`src/rtl/wb_stage.sv`:
```
`default_nettype none
// +----------------------------------------------------------------------------+
// | Module : wb_stage                                                          |
// | Brief  : Writeback merge of mem-stage and queued mul/div results, plus a   |
// |          pending-register scoreboard. WB_FWD_EN adds an operand bypass.    |
// | Rev    : 1.0  initial release                                              |
// +----------------------------------------------------------------------------+
module wb_stage #(
  parameter int XLEN       = 32,
  parameter int FIFO_DEPTH = 2
) (
  input  logic                          clk,
  input  logic                          rst_n,
  input  logic                          mem_valid,
  input  logic                          mem_we,
  input  logic [4:0]                    mem_rd,
  input  logic [XLEN-1:0]               mem_wdata,
  input  logic                          md_issue,
  input  logic [4:0]                    md_issue_rd,
  input  logic                          md_valid,
  output logic                          md_ready,
  input  logic [4:0]                    md_rd,
  input  logic [XLEN-1:0]               md_wdata,
  output logic                          rf_we,
  output logic [4:0]                    rf_waddr,
  output logic [XLEN-1:0]               rf_wdata,
  output logic [31:0]                   pend_mask,
  output logic [$clog2(FIFO_DEPTH):0]   fifo_cnt
`ifdef WB_FWD_EN
  ,
  input  logic [4:0]                    rs1,
  input  logic [4:0]                    rs2,
  input  logic [XLEN-1:0]               rf_rdata1,
  input  logic [XLEN-1:0]               rf_rdata2,
  output logic [XLEN-1:0]               op1,
  output logic [XLEN-1:0]               op2
`endif
);

  localparam int               c_PTR_W = $clog2(FIFO_DEPTH);
  localparam logic [c_PTR_W:0] c_FULL  = (c_PTR_W+1)'(FIFO_DEPTH);

  logic [4:0]         r_fifo_rd   [FIFO_DEPTH];
  logic [XLEN-1:0]    r_fifo_data [FIFO_DEPTH];
  logic [c_PTR_W-1:0] r_head;
  logic [c_PTR_W-1:0] r_tail;
  logic [c_PTR_W:0]   r_cnt;
  logic [31:0]        r_pend;

  logic               w_mem_wr;
  logic               w_full;
  logic               w_empty;
  logic               w_push;
  logic               w_pop;
  logic [4:0]         w_head_rd;
  logic [31:0]        w_set;
  logic [31:0]        w_clr;

  assign w_mem_wr  = mem_valid & mem_we & (mem_rd != 5'd0);
  assign w_full    = (r_cnt == c_FULL);
  assign w_empty   = (r_cnt == '0);
  assign md_ready  = ~w_full & rst_n;
  assign w_push    = md_valid & md_ready;
  // Memory-stage results always win the write port; the queue only fills gaps.
  assign w_pop     = ~w_mem_wr & ~w_empty;
  assign w_head_rd = r_fifo_rd[r_head];
  assign w_set     = (md_issue && md_issue_rd != 5'd0) ? (32'd1 << md_issue_rd) : 32'd0;
  assign w_clr     = w_pop ? (32'd1 << w_head_rd) : 32'd0;

  assign pend_mask = r_pend;
  assign fifo_cnt  = r_cnt;

  // Storage needs no reset: occupancy is tracked by r_cnt alone.
  always_ff @(posedge clk) begin
    if (w_push) begin
      r_fifo_rd[r_tail]   <= md_rd;
      r_fifo_data[r_tail] <= md_wdata;
    end
  end

  always_ff @(posedge clk) begin
    if (!rst_n) begin
      r_head   <= '0;
      r_tail   <= '0;
      r_cnt    <= '0;
      r_pend   <= '0;
      rf_we    <= 1'b0;
      rf_waddr <= '0;
      rf_wdata <= '0;
    end else begin
      if (w_push) begin
        r_tail <= r_tail + 1'b1;
      end
      if (w_pop) begin
        r_head <= r_head + 1'b1;
      end
      if (w_push && !w_pop) begin
        r_cnt <= r_cnt + 1'b1;
      end else if (!w_push && w_pop) begin
        r_cnt <= r_cnt - 1'b1;
      end

      if (w_mem_wr) begin
        rf_we    <= 1'b1;
        rf_waddr <= mem_rd;
        rf_wdata <= mem_wdata;
      end else if (!w_empty) begin
        rf_we    <= (w_head_rd != 5'd0);
        rf_waddr <= w_head_rd;
        rf_wdata <= r_fifo_data[r_head];
      end else begin
        rf_we    <= 1'b0;
      end

      // Set is applied after clear so a same-cycle re-issue keeps the bit.
      r_pend <= ((r_pend & ~w_clr) | w_set) & 32'hFFFF_FFFE;
    end
  end

`ifdef WB_FWD_EN
  assign op1 = (rf_we && rf_waddr == rs1 && rs1 != 5'd0) ? rf_wdata : rf_rdata1;
  assign op2 = (rf_we && rf_waddr == rs2 && rs2 != 5'd0) ? rf_wdata : rf_rdata2;
`endif

endmodule
`default_nettype wire

```
`config.mk`:
```
export PLATFORM = sky130hd
export DESIGN_NAME = wb_stage
export DESIGN_NICKNAME = d
export VERILOG_FILES = /design/src/rtl/wb_stage.sv
export SDC_FILE = /design/constraint.sdc
export NUM_CORES = 1
export LEC_CHECK = 0
export BUFFER_PORTS_ARGS = -buffer_cell sky130_fd_sc_hd__buf_2
export CORE_MARGIN = 3
export CORE_UTILIZATION = 47
export CTS_CLUSTER_SIZE = 16
export DETAILED_ROUTE_END_ITERATION = 16
export PLACE_DENSITY = 0.75
export SYNTH_ARGS = -nofsm -noshare
export SYNTH_HDL_FRONTEND = slang
export SYNTH_SLANG_ARGS = --single-unit
```
`constraint.sdc`:
```
create_clock -name clk -period 2.9 [get_ports clk]
set_input_delay 0.87 -clock clk [delete_from_list [all_inputs] [get_ports clk]]
set_output_delay 0.87 -clock clk [all_outputs]
set_load 0.01 [all_outputs]
```
-- Word level (Yosys, flattened, before mapping)
Memories as Yosys holds them, arrays and structs flattened. A register that Yosys moved wholly into a read port is not among the register bits.
Index checks and enable logic that the tools add are counted.
- flip-flop bits (word level): 74
- RAM bits: 74
- input bits: 85
- latch bits: 0
- output and inout bits: 73
- memories kept: 2
- bits in read-only memories: 0
- memory list (memory ; depth ; width ; read ports ; clocked after Yosys merged registers in ; write ports ; line ; text):
    r_fifo_data ; 2 ; 32 ; 1 ; 1 ; 1 ; 44 ; logic [XLEN-1:0] r_fifo_data [FIFO_DEPTH];
    r_fifo_rd ; 2 ; 5 ; 1 ; 1 ; 1 ; 43 ; logic [4:0] r_fifo_rd [FIFO_DEPTH];
- add/subtract/negate cells: 4
- order comparisons: 0
- multiply operators: 0
- div/mod/pow operators: 0
- bitwise operators: 11
- multiplexer cells: 16
- equality and inequality tests: 2
- shifts and indexed selects: 2
- reductions and logical operators: 10
- operator list (operator ; count):
    two-way mux 32 bit ; 4
    left shift 1 x 5 -> 32 bit (first input constant) ; 2
    AND 32 bit ; 1
    NOT 32 bit ; 1
    OR 32 bit ; 1
    nonzero test 5 bit ; 3
    two-way mux 5 bit ; 2
    two-way mux 1 bit ; 8
    AND 1 bit ; 5
    two-way mux 2 bit ; 2
    logical AND 1 bit ; 3
    NOT 1 bit ; 3
    adder 1 bit (second input constant) ; 2
    adder 2 x 1 -> 2 bit (second input constant) ; 1
    == test 2 bit (second input constant) ; 1
    zero test 1 bit ; 2
    zero test 2 bit ; 1
    inequality test 2 bit (second input constant) ; 1
    nonzero test 2 bit ; 1
    subtractor 2 x 1 -> 2 bit (second input constant) ; 1

-- Depth between registers and ports, before layout
- depth after elaboration: 8
- mapped depth: 9
- depth with buffers taken out: 7

-- Worst setup path before layout
Ideal clock, no wire load.
- kind: in2reg
- start: input rst_n
- end: memory r_fifo_data[0][0], enable pin
- setup slack: -0.145 ns
- arrival time: 2.613 ns
- cell stages on the path: 2
- path buffers: 0
- cells stage by stage: o211ai_1 nor2_1
- cells in the longest elaborated chain, start to end: 4
- ends and longest elaborated chain (item ; line ; text):
    from (decl) ; 13 ; input logic rst_n,
    AND 1 bit ; 62 ; assign md_ready = ~w_full & rst_n;
    AND 1 bit ; 63 ; assign w_push = md_valid & md_ready;
    two-way mux 1 bit ; 75 ; if (w_push) begin
    two-way mux 1 bit (implied by the code) ; 77 ; r_fifo_data[r_tail] <= md_wdata;
    to (decl) ; 44 ;
Every way passes these cells.

-- Final worst setup path
- start: input mem_rd[0]
- end: register r_cnt[1] (netlist: fifo_cnt[1])
- cells in the longest elaborated chain, start to end: 7
- ends and longest elaborated chain (item ; line ; text):
    from (decl) ; 16 ; input logic [4:0] mem_rd,
    nonzero test 5 bit (*) ; 59 ; assign w_mem_wr = mem_valid & mem_we & (mem_rd != 5'd0);
    AND 1 bit (*) ; 59 ;
    NOT 1 bit (*) ; 65 ; assign w_pop = ~w_mem_wr & ~w_empty;
    AND 1 bit (*) ; 65 ;
    zero test 1 bit ; 97 ; if (w_push && !w_pop) begin
    logical AND 1 bit ; 97 ;
    two-way mux 2 bit or nonzero test 2 bit (tied branches) ; -- ;
    to (signal assigned) ; 98 ; r_cnt <= r_cnt + 1'b1;
    to (signal assigned) ; 100 ; r_cnt <= r_cnt - 1'b1;
    to (decl) ; 47 ; logic [c_PTR_W:0] r_cnt;
Mark *: on every way between the ends. The rest lies on a longest branch, timed or not.
A chain may end at the register's enable or synchronous reset.

==> reports/qor.yml <==
final_nets: 791
hp-class: "register to register"
drt_iter0_drc: 357
vias: 4933
htreeDepth: 4
ys_types: 46
cts_buffers: 17
required_ps: 3250
dp_hpwl_mm: 10.9
cts_tree: "built"
area.growth.synth_to_final_pct: 26.5
setup_viol: 0
core_sq_mm: 0.0123
drc_errors: 0
grt_max_degree: 58
finalCritPeriodShare: 0.820
hold_path_depth: 2
die_x_um: 119
holdBufCountCts: 0
ys.flop_type: "edfxtp_1"
clkLatencyLatePin_ps: 420
syn_area_sq_mm: 0.00604
synth_enable_flop_cells: 74
start_util: 0.493
synth_top_cell_by_area: "edfxtp_1"
grt_pass1_wl_mm: 24.9
hold_viol: 0
n_antenna_cell: 0
max_cap_violations: 0
fin_skew_ps: 6.19
powerDensity_mw_per_mm2: 856
synth_seq_cells: 148
place_ws_ps: 117
synth_area_leaders: "edfxtp_1 (37%), dfxtp_1 (25%), nand2_1 (6.6%), a21oi_1 (5.8%), mux2i_1 (5.8%)"
layout_min_cycle_time_ps: 2380
cp_max_fo: 2
criticalPathCategory: "primary input to register"
std_cell_rows: 40
clock_path_buffers: 2
dieHeight_um: 119
slew_headroom: 0.469
top_level_ports: 158
drive_gt1_frac: 0.292
yosysWarnings: 0
first_global_vias: 4902
io_buffers: 156
antenna_found_initial: 1
ir_drop_v: 0.000528
total_power_mw: 6.54
clockRootBuffer: "clkbuf_16"
setup_tns_ps: 0
fmax_ghz: 0.421
avgSynthCellArea_sq_um: 10.9
seq_area_sq_mm: 0.00370
synthTopCellsByCount: "nand2_1 (106), dfxtp_1 (74), edfxtp_1 (74)"
end_kind: "register"
grt_use_total: 0.222
grt_overflow: 0
fill_cells: 998
seq_area_frac_synth: 0.613
synth_top_area_share: 0.368
syn_nets: 640
yosysMostFrequentCell: "nand2_1"
worst_pin_slew_ps: 793
gp_congestion: 0.877
p_leak_nw: 2.91
synth-async-reset-ratio: 0
cts_setup_buffers: 0
rsz0062_at_grt: "false"
postRouteAntennaNets: 0
ctsResizeCount: 0
worstSetupStartpointType: "primary input"
wl_per_cell_um: 17.7
r2r_cells: 4
multi_input_area_sq_mm: 0.00217
wl_mm: 15.7
finalMaxSlewViolations: 0
worst_slack_ps: 522
arrival_ps: 2720
syn_inst: 554
path_clk_slew_ps: 60
cts.sink_count: 148
dieArea_sq_mm: 0.0142
outcome: "complete, no violations"
via_per_inst: 5.57
dr.pass1.iters: 5
==> per-layer routing <==
| layer | GRT usage | part of all wire |
|---|---|---|
| met1 | 0.281 | 0.43 |
| met4 | 0.0902 | 0.020 |
| met3 | 0.0665 | 0.073 |
| met2 | 0.357 | 0.47 |
| met5 | 0 | 0.00070 |
==> layout make-up <==
| cell class | count | area share |
|---|---|---|
| flip-flops and latches | 148 | 0.485 |
| multi-input cells | 364 | 0.283 |
| repair buffers | 168 | 0.121 |
| clock buffers | 21 | 0.0645 |
| well taps | 168 | 0.0275 |
| clock inverters | 11 | 0.0160 |
| inverters | 6 | 0.00295 |
==> power breakdown <==
group,total (mW),internal [mW],leakage (nW),switching (mW)
Sequential,2.69,2.50,1.28,0.192
Clock,2.23,1.39,0.293,0.838
Combinational,1.62,0.670,1.33,0.951
==> worst paths after layout <==
path,from,end,slack (ps)
max,mem_rd[0],fifo_cnt[1],520
max reg2reg,register,pend_mask[3],610
min reg2reg,pend_mask[6],pend_mask[6],500
min,pend_mask[6],pend_mask[6],500
==> worst max-delay path, cell delays in order <==
cell and delay, ps:
buf_2 110, or4_4 530, o211ai_1 270, nand2_1 90, ha_1 230, xor2_1 150
or3_1 320, a21oi_1 150
==> layout by cell type, fill, tap and decap left out, types with 4 or more instances in the layout <==
cell type  instances
a21oi_1           70
a311oi_1          17
buf_12             4
buf_2            156
buf_4              8
clkbuf_16         19
dfxtp_1           73
edfxtp_1          74
inv_1              5
mux2i_1           35
nand2_1          106
nand2b_1           6
nand3_1            5
nor2_1            22
nor3_1             6
o211ai_1          38
o21ai_0           10
o31ai_1            4
o41ai_1            6
==> kinds of logic (layout without fill, tap and decap cells) <==
family | Yosys count | count (layout) | synth area share
and+or+nand+nor | 166 | 166 | 0.120
AOI/OAI and AO/OA | 156 | 156 | 0.167
DFF | 148 | 148 | 0.613
buffers and inverters | 42 | 206 | 0.0309
muxes | 37 | 37 | 0.0617
xor gates and xnor gates | 3 | 3 | 0.00435
adders and majority gates | 1 | 1 | 0.00207
other | 1 | 1 | 0.000621
==> state kept, by name, summed over array words and instances (netlist names), named ones only <==
register,cells
rf_wdata,32
rf_we,1
r_tail,1
rf_waddr,5
r_head,1
fifo_cnt,2
pend_mask,31
r_fifo_data,64
r_fifo_rd,10
==> through the flow <==
step	utilization	hold slack, ps	cells	instance area, sq um
finish	0.623	496	886	7640
global route	0.623	519	886	7640
CTS	0.623	490	886	7640
detailed placement	0.573	479	854	7020
global placement	0.573	470	854	7020
floorplan	-	480	554	6040
(Power assumes the default switching activity.)
